### config.mk
export PLATFORM = sky130hd
export DESIGN_NAME = pong_engine
export DESIGN_NICKNAME = d
export VERILOG_FILES = /design/src/rtl/pong_engine.sv
export SDC_FILE = /design/constraint.sdc
export NUM_CORES = 1
export LEC_CHECK = 0
export ABC_AREA = 1
export CAP_MARGIN = 5
export CORE_MARGIN = 2
export CORE_UTILIZATION = 45
export DETAILED_ROUTE_END_ITERATION = 16
export SYNTH_ARGS = -nofsm -noshare
export SYNTH_HDL_FRONTEND = slang
export SYNTH_SLANG_ARGS = --single-unit
### constraint.sdc
create_clock -name dclk -period 9.2 [get_ports dclk]
set_clock_uncertainty 0.2 [all_clocks]
set_input_delay 0.92 -clock dclk [delete_from_list [all_inputs] [get_ports dclk]]
set_output_delay 0.92 -clock dclk [all_outputs]
set_load 0.005 [all_outputs]
### src/rtl/pong_engine.sv
// Pong game-state engine: ball, paddles, bounces, goals and score, advanced once per frame_tick.
// All outputs are registered so the renderer sees a stable state for the whole frame.
module pong_engine #(
    parameter int BALL_SIZE    = 8,
    parameter int PADDLE_H     = 48,
    parameter int PADDLE_STEP  = 4,
    parameter int BALL_SPEED   = 2,
    parameter int WIN_SCORE    = 3,
    parameter int SERVE_FRAMES = 60
) (
    input  logic       dclk,
    input  logic       clr_n,
    input  logic       frame_tick,
    input  logic       start,
    input  logic       up_l,
    input  logic       dn_l,
    input  logic       up_r,
    input  logic       dn_r,
    output logic [9:0] ball_x,
    output logic [9:0] ball_y,
    output logic [9:0] paddle_l_y,
    output logic [9:0] paddle_r_y,
    output logic [1:0] score_l,
    output logic [1:0] score_r,
    output logic       game_over
);

    localparam int CW = (SERVE_FRAMES > 1) ? $clog2(SERVE_FRAMES) : 1;

    localparam logic [10:0] ARENA_L = 11'd50;
    localparam logic [10:0] ARENA_T = 11'd50;
    localparam logic [10:0] ARENA_B = 11'd430;
    localparam logic [10:0] GOAL_R  = 11'd590;
    localparam logic [10:0] PAD_LX  = 11'd60;
    localparam logic [10:0] PAD_RX  = 11'd580;
    localparam logic [10:0] SZ      = 11'(BALL_SIZE);
    localparam logic [10:0] SPD     = 11'(BALL_SPEED);
    localparam logic [10:0] PH      = 11'(PADDLE_H);
    localparam logic [10:0] STEP    = 11'(PADDLE_STEP);

    localparam logic [9:0] CX = 10'(320 - BALL_SIZE / 2);
    localparam logic [9:0] CY = 10'(240 - BALL_SIZE / 2);
    localparam logic [9:0] CP = 10'(240 - PADDLE_H / 2);

    typedef enum logic [2:0] {IDLE, SERVE, PLAY, POINT, OVER} state_t;

    state_t        state;
    logic          dx, dy;
    logic          point_l;
    logic [CW-1:0] serve_cnt;

    logic [10:0] x11, y11, pl11, pr11;
    logic [9:0]  nx, ny;
    logic        dy_n, ovl_l, ovl_r, hit_l, hit_r, goal_l, goal_r;
    logic [9:0]  pl_n, pr_n;
    logic [1:0]  sl_inc, sr_inc;

    function automatic logic [9:0] paddle_move(input logic [9:0] y, input logic up, input logic dn);
        logic [10:0] yy;
        yy = {1'b0, y};
        if (up && !dn)
            return (yy < ARENA_T + STEP) ? ARENA_T[9:0] : 10'(yy - STEP);
        else if (dn && !up)
            return (yy + STEP > ARENA_B - PH) ? 10'(ARENA_B - PH) : 10'(yy + STEP);
        else
            return y;
    endfunction

    always_comb begin
        x11  = {1'b0, ball_x};
        y11  = {1'b0, ball_y};
        pl11 = {1'b0, paddle_l_y};
        pr11 = {1'b0, paddle_r_y};
        dy_n = dy;
        // Wall checks compare before moving so an upward step never wraps below zero.
        if (!dy) begin
            if (y11 < ARENA_T + SPD) begin
                ny   = ARENA_T[9:0];
                dy_n = 1'b1;
            end else begin
                ny = 10'(y11 - SPD);
            end
        end else begin
            if (y11 + SZ + SPD > ARENA_B) begin
                ny   = 10'(ARENA_B - SZ);
                dy_n = 1'b0;
            end else begin
                ny = 10'(y11 + SPD);
            end
        end
        ovl_l  = ({1'b0, ny} + SZ > pl11) && ({1'b0, ny} < pl11 + PH);
        ovl_r  = ({1'b0, ny} + SZ > pr11) && ({1'b0, ny} < pr11 + PH);
        hit_l  = !dx && (x11 >= PAD_LX) && (x11 < PAD_LX + SPD) && ovl_l;
        hit_r  = dx && (x11 + SZ <= PAD_RX) && (x11 + SZ + SPD > PAD_RX) && ovl_r;
        goal_r = !dx && (x11 < ARENA_L + SPD);
        goal_l = dx && (x11 + SZ + SPD > GOAL_R);
        if (hit_l)
            nx = PAD_LX[9:0];
        else if (hit_r)
            nx = 10'(PAD_RX - SZ);
        else if (dx)
            nx = 10'(x11 + SPD);
        else
            nx = 10'(x11 - SPD);
        pl_n   = paddle_move(paddle_l_y, up_l, dn_l);
        pr_n   = paddle_move(paddle_r_y, up_r, dn_r);
        sl_inc = score_l + 2'd1;
        sr_inc = score_r + 2'd1;
    end

    always_ff @(posedge dclk or negedge clr_n) begin
        if (!clr_n) begin
            state      <= IDLE;
            ball_x     <= CX;
            ball_y     <= CY;
            paddle_l_y <= CP;
            paddle_r_y <= CP;
            score_l    <= '0;
            score_r    <= '0;
            game_over  <= 1'b0;
            dx         <= 1'b1;
            dy         <= 1'b1;
            point_l    <= 1'b0;
            serve_cnt  <= '0;
        end else begin
            case (state)
                IDLE: begin
                    if (start)
                        state <= SERVE;
                end
                SERVE: begin
                    if (frame_tick) begin
                        paddle_l_y <= pl_n;
                        paddle_r_y <= pr_n;
                        if (serve_cnt == CW'(SERVE_FRAMES - 1)) begin
                            serve_cnt <= '0;
                            state     <= PLAY;
                        end else begin
                            serve_cnt <= serve_cnt + 1'b1;
                        end
                    end
                end
                PLAY: begin
                    if (frame_tick) begin
                        paddle_l_y <= pl_n;
                        paddle_r_y <= pr_n;
                        dy         <= dy_n;
                        // A wall bounce still flips dy on a goal tick; only the position is frozen.
                        if (hit_l || hit_r) begin
                            ball_x <= nx;
                            ball_y <= ny;
                            dx     <= ~dx;
                        end else if (goal_l || goal_r) begin
                            point_l <= goal_l;
                            state   <= POINT;
                        end else begin
                            ball_x <= nx;
                            ball_y <= ny;
                        end
                    end
                end
                POINT: begin
                    if (point_l) begin
                        score_l <= sl_inc;
                        dx      <= 1'b1;
                    end else begin
                        score_r <= sr_inc;
                        dx      <= 1'b0;
                    end
                    if ((point_l ? sl_inc : sr_inc) == 2'(WIN_SCORE)) begin
                        dx        <= dx;
                        game_over <= 1'b1;
                        state     <= OVER;
                    end else begin
                        ball_x <= CX;
                        ball_y <= CY;
                        state  <= SERVE;
                    end
                end
                OVER: begin
                    if (start) begin
                        score_l    <= '0;
                        score_r    <= '0;
                        ball_x     <= CX;
                        ball_y     <= CY;
                        paddle_l_y <= CP;
                        paddle_r_y <= CP;
                        dx         <= 1'b1;
                        game_over  <= 1'b0;
                        state      <= SERVE;
                    end
                end
                default: state <= IDLE;
            endcase
        end
    end

endmodule

## Yosys cells after proc, flatten, opt, wreduce, memory -nomap -nowiden

Index checks and enable logic that the tools add are counted.

| cells by class | value |
|---|---|
| multiply operators | 0 |
| magnitude comparators | 16 |
| shift-type cells | 0 |
| mux-type cells | 58 |
| div/mod/pow operators | 0 |
| $add $sub $neg | 18 |
| eq/ne operators | 22 |
| bitwise gates (word level) | 2 |
| reductions and logical operators | 38 |

Operators by type and width:

| kind | number |
|---|---|
| two-way mux 10 bit | 27 |
| case mux 10 bit (3 select lines) | 2 |
| less-than comparator 10 x 6 -> 1 bit, second input constant | 5 |
| case mux 10 bit (2 select lines) | 2 |
| adder 10 x 4 -> 11 bit, second input constant | 3 |
| greater-than comparator 11 x 9 -> 1 bit, second input constant | 3 |
| adder 10 x 3 -> 11 bit, second input constant | 2 |
| adder 10 x 6 -> 11 bit, second input constant | 2 |
| adder 11 x 2 -> 11 bit, second input constant | 2 |
| greater-than comparator 11 x 10 -> 1 bit | 2 |
| greater-than comparator 11 x 10 -> 1 bit, second input constant | 2 |
| less-than comparator 10 x 11 -> 1 bit | 2 |
| inequality test 2 bit, second input constant | 11 |
| two-way mux 3 bit | 7 |
| adder 10 x 2 -> 10 bit, second input constant | 2 |
| subtractor 10 x 2 -> 10 bit, second input constant | 2 |
| subtractor 10 x 3 -> 10 bit, second input constant | 2 |
| logical AND 1 bit | 14 |
| case mux 3 bit (4 select lines) | 1 |
| AND reduction 4 bit | 3 |
| <= comparator 11 x 10 -> 1 bit, second input constant | 1 |
| >= comparator 10 x 6 -> 1 bit, second input constant | 1 |
| two-way mux 1 bit | 10 |
| AND reduction 5 bit | 2 |
| 25 further kinds | 44 |

| word-level totals | value |
|---|---|
| flip-flop bits (word level) | 57 |
| output and inout port bits | 45 |
| bits in writable memories | 0 |
| word-level logic and storage cells | 166 |
| latch bits | 0 |
| input bits | 8 |
| bits in read-only memories | 0 |
| memories kept | 0 |

## Depth between registers and ports, before layout

| depth | value |
|---|---|
| depth in word-level cells | 15 |
| mapped depth | 32 |
| mapped depth without buffers | 31 |

## Least setup slack after synthesis

Ideal clock, no wire load.

| timing path | value |
|---|---|
| kind | register -> register |
| start | register ball_y[2] |
| end | register ball_x[7] |
| data required time | 8.883 ns |
| library setup time | 0.117 ns |
| buffers on the path | 1 |
| clock period less this slack | 3.963 ns |
| arrival | 3.646 ns |
| slack | 5.237 ns |
| stages on the path, launching flop included | 28 |
| cells stage by stage | dfstp_2 ha_1 inv_1 nand2_4 nand2_4 o21ai_1 nand2_1 nor2_1 nand2_2 nand4_1 nand2_1 ha_1 xor2_1 inv_1 ha_1 inv_1 nor4_1 nand2_1 a31o_2 a21oi_1 o21ai_0 nand2_2 nand2_4 nand4_4 nand2_4 buf_6 nand2_1 nand2_1 |

| on the way | value |
|---|---|
| longest elaborated chain between the ends | 15 |
| elaborated cells on any way between the ends | 27 |
| classes of those cells | add/sub (5); order compare (6); eq/ne (1); mux (9); reduce/logical (6) |

RTL lines:

| element | line | text |
|---|---|---|
| from (decl) | 20 | `output logic [9:0] ball_y,` |
| from (signal assigned) | 151 | `ball_y <= ny;` |
| from (signal assigned) | 158 | `ball_y <= ny;` |
| adder 10 x 4 -> 11 bit | 84 | `if (y11 + SZ + SPD > ARENA_B) begin` |
| adder 11 x 2 -> 11 bit | 84 |  |
| greater-than comparator 11 x 9 -> 1 bit | 84 |  |
| two-way mux 10 bit | 84 |  |
| two-way mux 10 bit * | 76 | `if (!dy) begin` |
| adder 10 x 4 -> 11 bit | 91, 92 |  |
| greater-than comparator 11 x 10 -> 1 bit | 92 | `ovl_r = ({1'b0, ny} + SZ > pr11) && ({1'b0, ny} < pr11 + PH);` |
| logical AND 1 bit | 92 |  |
| logical AND 1 bit | 94 | `hit_r = dx && (x11 + SZ <= PAD_RX) && (x11 + SZ + SPD > PAD_RX) && ovl_r;` |
| two-way mux 10 bit | 99 | `else if (hit_r)` |
| two-way mux 10 bit | 97 | `if (hit_l)` |
| two-way mux 10 bit | 153 | `end else if (goal_l \|\| goal_r) begin` |
| two-way mux 10 bit | 149 | `if (hit_l \|\| hit_r) begin` |
| two-way mux 10 bit | 144 | `if (frame_tick) begin` |
| case mux 10 bit (3 select lines) | 126 | `case (state)` |
| to (signal assigned) | 150 | `ball_x <= nx;` |
| to (signal assigned) | 157 | `ball_x <= nx;` |
| to (decl) | 19 | `output logic [9:0] ball_x,` |

Mark *: on every way between the ends. The rest lies on a longest branch, timed or not. The select of a mux whose other input is x is not followed.
A chain may end at the register's enable or synchronous reset.

## Worst setup path after layout

| timing path | value |
|---|---|
| start | register ball_y[1] |
| end | register ball_y[8] |

| on the way | value |
|---|---|
| longest elaborated chain between the ends | 13 |
| elaborated cells on any way between the ends | 25 |
| classes of those cells | add/sub (5); order compare (6); eq/ne (1); mux (7); reduce/logical (6) |

RTL lines:

| element | line |
|---|---|
| adder 10 x 4 -> 11 bit | 84 |
| adder 11 x 2 -> 11 bit | 84 |
| greater-than comparator 11 x 9 -> 1 bit | 84 |
| two-way mux 10 bit | 84 |
| two-way mux 10 bit * | 76 |
| adder 10 x 4 -> 11 bit | 91, 92 |
| greater-than comparator 11 x 10 -> 1 bit (on tied branches) | 91, 92 |
| logical AND 1 bit (on tied branches) | 91, 92 |
| logical AND 1 bit (on tied branches) | 93, 94 |
| logical OR 1 bit | 149 |
| two-way mux 10 bit | 149 |
| two-way mux 10 bit | 144 |
| case mux 10 bit (3 select lines) | 126 |

Marked as above.

==> run_summary.xml <==
<?xml version="1.0" encoding="UTF-8"?>
<metrics>
  <group name="critical_path">
    <metric name="critPathArrivalTime" unit="ps">4780</metric>
    <metric name="crit_fanout" unit="">20</metric>
    <metric name="cp.required" unit="ps">9200</metric>
    <metric name="r2r_slack" unit="ps">4420</metric>
    <metric name="startpoint_type" unit="">register</metric>
    <metric name="setup.worst_path.class" unit="">reg -&gt; reg</metric>
    <metric name="critPathCaptureType" unit="">register</metric>
  </group>
  <group name="placed_design">
    <metric name="gp_routability_congestion" unit="">0.940</metric>
    <metric name="placement.io_buffers" unit="">49</metric>
    <metric name="detailedPlacementHpwl" unit="um">12100</metric>
  </group>
  <group name="clock_tree">
    <metric name="cts.path.max_buffers" unit="">2</metric>
    <metric name="cts_setup_buffers" unit="">0</metric>
    <metric name="cts_tree" unit="">done</metric>
    <metric name="tritoncts.num_buffers" unit="">5</metric>
    <metric name="worst_skew_pair.late_latency" unit="ps">310</metric>
    <metric name="clockRootBuffer" unit="">sky130_fd_sc_hd__clkbuf_16</metric>
    <metric name="post_cts_resized" unit="">0</metric>
    <metric name="cts_hold_repair_buffers" unit="">0</metric>
    <metric name="numClockSinks" unit="">54</metric>
    <metric name="clkTransAtPathRegs" unit="ps">80</metric>
    <metric name="cts.htree.levels" unit="">2</metric>
  </group>
  <group name="sta">
    <metric name="max-slew-margin-rel" unit="%">28.2</metric>
    <metric name="timing_max_transition_violations_final" unit="">0</metric>
    <metric name="finalSetupViolations" unit="">0</metric>
    <metric name="rsz0062_at_grt" unit="">no</metric>
    <metric name="min_period_over_period" unit="%">52.0</metric>
    <metric name="worst_pin_slew" unit="ps">1070</metric>
    <metric name="max_freq" unit="MHz">209</metric>
    <metric name="hold_violations" unit="">0</metric>
    <metric name="period_needed" unit="ps">4780</metric>
    <metric name="fin_setup_tns" unit="ps">0</metric>
  </group>
  <group name="logic_synthesis">
    <metric name="yosys.cell_types.count" unit="">58</metric>
    <metric name="synth_enable_flop_cells" unit="">0</metric>
    <metric name="synth_compound_area_share" unit="%">13.2</metric>
    <metric name="synthMuxAreaShare" unit="%">0</metric>
    <metric name="yosysWarningCount" unit="">0</metric>
    <metric name="ys.flop_type" unit="">sky130_fd_sc_hd__dfrtp_1</metric>
    <metric name="arithmetic_cell_share_of_the_synthesized_area_counting_full_adders_half_adders_and_majority_gates" unit="%">12.8</metric>
    <metric name="dominant_combinational_cell_family_by_area_after_synthesis" unit="">simple AND/OR/NAND/NOR gates</metric>
    <metric name="synth-seq-cells" unit="">54</metric>
    <metric name="syn-cell-area" unit="um2">5910</metric>
    <metric name="synth-simple-area-share" unit="%">33.0</metric>
    <metric name="synthesis.instances" unit="">851</metric>
    <metric name="async_flop_share" unit="%">100</metric>
    <metric name="yosysSeqAreaShare" unit="%">23.3</metric>
    <metric name="synthXorXnorAreaFrac" unit="%">7.55</metric>
    <metric name="synth_area_per_cell" unit="um2">6.95</metric>
  </group>
  <group name="floorplan">
    <metric name="die_area" unit="um2">14100</metric>
    <metric name="die_width" unit="um">119</metric>
    <metric name="fp.dieH" unit="um">119</metric>
    <metric name="io_pins" unit="">53</metric>
    <metric name="num_rows" unit="">41</metric>
    <metric name="core_region_area" unit="um2">12700</metric>
    <metric name="start_util" unit="%">46.5</metric>
  </group>
  <group name="drt">
    <metric name="drt-wirelength-per-cell" unit="um">14.4</metric>
    <metric name="vias" unit="">5585</metric>
    <metric name="routed_wl" unit="um">15400</metric>
    <metric name="drt_drc_violations_left" unit="">0</metric>
    <metric name="drt-initial-drc-count" unit="">324</metric>
    <metric name="postRouteAntennaNets" unit="">0</metric>
    <metric name="vias_per_cell" unit="">5.25</metric>
    <metric name="dr.pass1.iters" unit="">7</metric>
  </group>
  <group name="grt">
    <metric name="grt_first_pass_wirelength" unit="um">26000</metric>
    <metric name="gr-total-overflow" unit="">0</metric>
    <metric name="grt_pass1_vias" unit="">5387</metric>
    <metric name="antenna_violations_before_repair" unit="">0</metric>
    <metric name="grt_start_max_net_pins" unit="">55</metric>
    <metric name="grt.total_usage" unit="%">22.3</metric>
  </group>
  <group name="layout">
    <metric name="post_route_cells_drive_above_1_share" unit="%">10.3</metric>
    <metric name="flow.area_growth_from_synthesis" unit="%">12.2</metric>
    <metric name="net_total_in_the_final_layout" unit="">958</metric>
    <metric name="antenna_cells" unit="">0</metric>
    <metric name="layout_commonest_cell" unit="">sky130_fd_sc_hd__nand2_1</metric>
    <metric name="final_cell_mix" unit="">sky130_fd_sc_hd__nand2_1, sky130_fd_sc_hd__inv_1, sky130_fd_sc_hd__nor2_1, sky130_fd_sc_hd__ha_1, sky130_fd_sc_hd__clkdlybuf4s50_1</metric>
    <metric name="n_fill_cell" unit="">1331</metric>
  </group>
  <group name="run_status">
    <metric name="status" unit="">finished, final reports clean</metric>
  </group>
  <group name="hold_path">
    <metric name="hp-class" unit="">reg -&gt; reg</metric>
  </group>
  <group name="run">
    <metric name="timing.max_cap.violations" unit="">0</metric>
  </group>
</metrics>
[sequential cells by signal, indices dropped and copies added (netlist names)]
name,count
score_r,2
game_over,1
serve_cnt,6
paddle_l_y,9
point_l,1
ball_y,10
paddle_r_y,9
ball_x,9
dx,1
state,3
dy,1
score_l,2
[area by class of cell]
| class | count | area (um2) | share of cell area [%] |
|---|---|---|---|
| Clock inverter | 3 | 28.8 | 0.433 |
| Inverter | 118 | 445 | 6.71 |
| Clock buffer | 5 | 125 | 1.88 |
| Timing Repair Buffer | 50 | 493 | 7.43 |
| Tap cell | 172 | 215 | 3.24 |
| Sequential cell | 54 | 1380 | 20.7 |
| Multi-Input combinational cell | 661 | 3960 | 59.6 |
[critical path, stage by stage (launching register included)]
cell                      delay [ps]
sky130_fd_sc_hd__dfrtp_1         550
sky130_fd_sc_hd__inv_1           140
sky130_fd_sc_hd__ha_1            350
sky130_fd_sc_hd__nand2_1          70
sky130_fd_sc_hd__nand3_1          80
sky130_fd_sc_hd__nand2_1          60
sky130_fd_sc_hd__nand2_1          60
sky130_fd_sc_hd__nand2_1          60
sky130_fd_sc_hd__nand2_2         120
sky130_fd_sc_hd__nand4_1         100
sky130_fd_sc_hd__nand2_1         230
sky130_fd_sc_hd__ha_1            260
sky130_fd_sc_hd__xor2_1          160
sky130_fd_sc_hd__inv_1           100
sky130_fd_sc_hd__ha_1            280
sky130_fd_sc_hd__inv_1            50
sky130_fd_sc_hd__nor4_1          350
sky130_fd_sc_hd__nand2_1          90
sky130_fd_sc_hd__a31o_2          220
sky130_fd_sc_hd__a21oi_1         110
sky130_fd_sc_hd__o21ai_0         150
sky130_fd_sc_hd__nand2_2         140
sky130_fd_sc_hd__nand2_4         100
sky130_fd_sc_hd__nand4_4         250
sky130_fd_sc_hd__nand2_4         210
sky130_fd_sc_hd__nand2_1         140
sky130_fd_sc_hd__nand2_1          60
[final timing paths]
kind | cells after the start | to | from
min in group asynchronous | 2 | paddle_r_y[8]$_DFFE_PN0P_ | clr_n
hold reg to reg | 2 | game_over$_DFFE_PN0P_ | game_over$_DFFE_PN0P_
setup reg to reg | 26 | ball_y[8]$_DFFE_PN0P_ | ball_y[1]$_DFFE_PN0P_
max in group asynchronous | 2 | ball_y[1]$_DFFE_PN0P_ | clr_n
hold / removal | 2 | game_over$_DFFE_PN0P_ | game_over$_DFFE_PN0P_
setup / recovery | 26 | ball_y[8]$_DFFE_PN0P_ | ball_y[1]$_DFFE_PN0P_
[cells in the mapped netlist (2+ instances only)]
library cell / count / share of area, %
sky130_fd_sc_hd__a211oi_1: 3 / 0.38
sky130_fd_sc_hd__a21o_1: 2 / 0.25
sky130_fd_sc_hd__a21oi_1: 46 / 3.9
sky130_fd_sc_hd__a22oi_1: 3 / 0.38
sky130_fd_sc_hd__a31oi_1: 6 / 0.63
sky130_fd_sc_hd__buf_2: 4 / 0.34
sky130_fd_sc_hd__buf_4: 6 / 0.76
sky130_fd_sc_hd__buf_6: 3 / 0.57
sky130_fd_sc_hd__clkbuf_1: 5 / 0.32
sky130_fd_sc_hd__clkinv_1: 2 / 0.13
sky130_fd_sc_hd__dfrtp_1: 34 / 14
sky130_fd_sc_hd__dfstp_2: 20 / 8.9
sky130_fd_sc_hd__ha_1: 59 / 12
sky130_fd_sc_hd__inv_1: 105 / 6.7
sky130_fd_sc_hd__inv_2: 10 / 0.63
sky130_fd_sc_hd__nand2_1: 198 / 13
sky130_fd_sc_hd__nand2_2: 11 / 1.2
sky130_fd_sc_hd__nand2_4: 8 / 1.5
sky130_fd_sc_hd__nand3_1: 43 / 3.6
sky130_fd_sc_hd__nand3_2: 12 / 2.0
sky130_fd_sc_hd__nand3b_1: 3 / 0.38
sky130_fd_sc_hd__nand4_1: 19 / 2.0
sky130_fd_sc_hd__nor2_1: 87 / 5.5
sky130_fd_sc_hd__nor2_2: 4 / 0.42
sky130_fd_sc_hd__nor2_4: 4 / 0.76
sky130_fd_sc_hd__nor3_1: 14 / 1.2
sky130_fd_sc_hd__nor3_2: 3 / 0.51
sky130_fd_sc_hd__nor3b_1: 2 / 0.25
sky130_fd_sc_hd__nor4_1: 3 / 0.32
sky130_fd_sc_hd__o211ai_1: 2 / 0.25
sky130_fd_sc_hd__o21a_1: 2 / 0.25
sky130_fd_sc_hd__o21ai_0: 36 / 3.0
sky130_fd_sc_hd__o21ai_1: 7 / 0.59
sky130_fd_sc_hd__o21ai_2: 3 / 0.44
sky130_fd_sc_hd__o21bai_1: 2 / 0.25
sky130_fd_sc_hd__o22ai_1: 5 / 0.53
sky130_fd_sc_hd__o32ai_1: 4 / 0.59
sky130_fd_sc_hd__or2_2: 2 / 0.21
sky130_fd_sc_hd__xnor2_1: 12 / 1.8
sky130_fd_sc_hd__xor2_1: 39 / 5.8
[cells by family after synthesis]
logic type | after synthesis
other | 1
flip-flops | 54
buffers and inverters | 138
XOR/XNOR | 51
adder cells (fa/ha/maj) | 60
AO/OA/AOI/OAI | 132
AND/OR/NAND/NOR | 415
[per-layer routing]
layer	GRT usage [%]	wire length, um
met1	30.9	7290
met2	36.4	7010
met3	3.04	750
met4	6.03	306
met5	0	0
[stage by stage]
stage          area, um2  utilization [%]  hold slack [ps]  setup slack, ps  cells
2_1_floorplan       5920                -              268             5240    853
3_5_place_dp        6480             51.0              289             4500   1055
6_report            6640             52.2              305             4420   1063
3_3_place_gp        6480             51.0              290             4580   1055
5_1_grt             6640             52.2              324             4050   1063
4_1_cts             6640             52.2              312             4480   1063
Power is left out: the tool's default activity adds up to more than one toggle a clock period on the data nets, which glitch-free logic cannot reach.
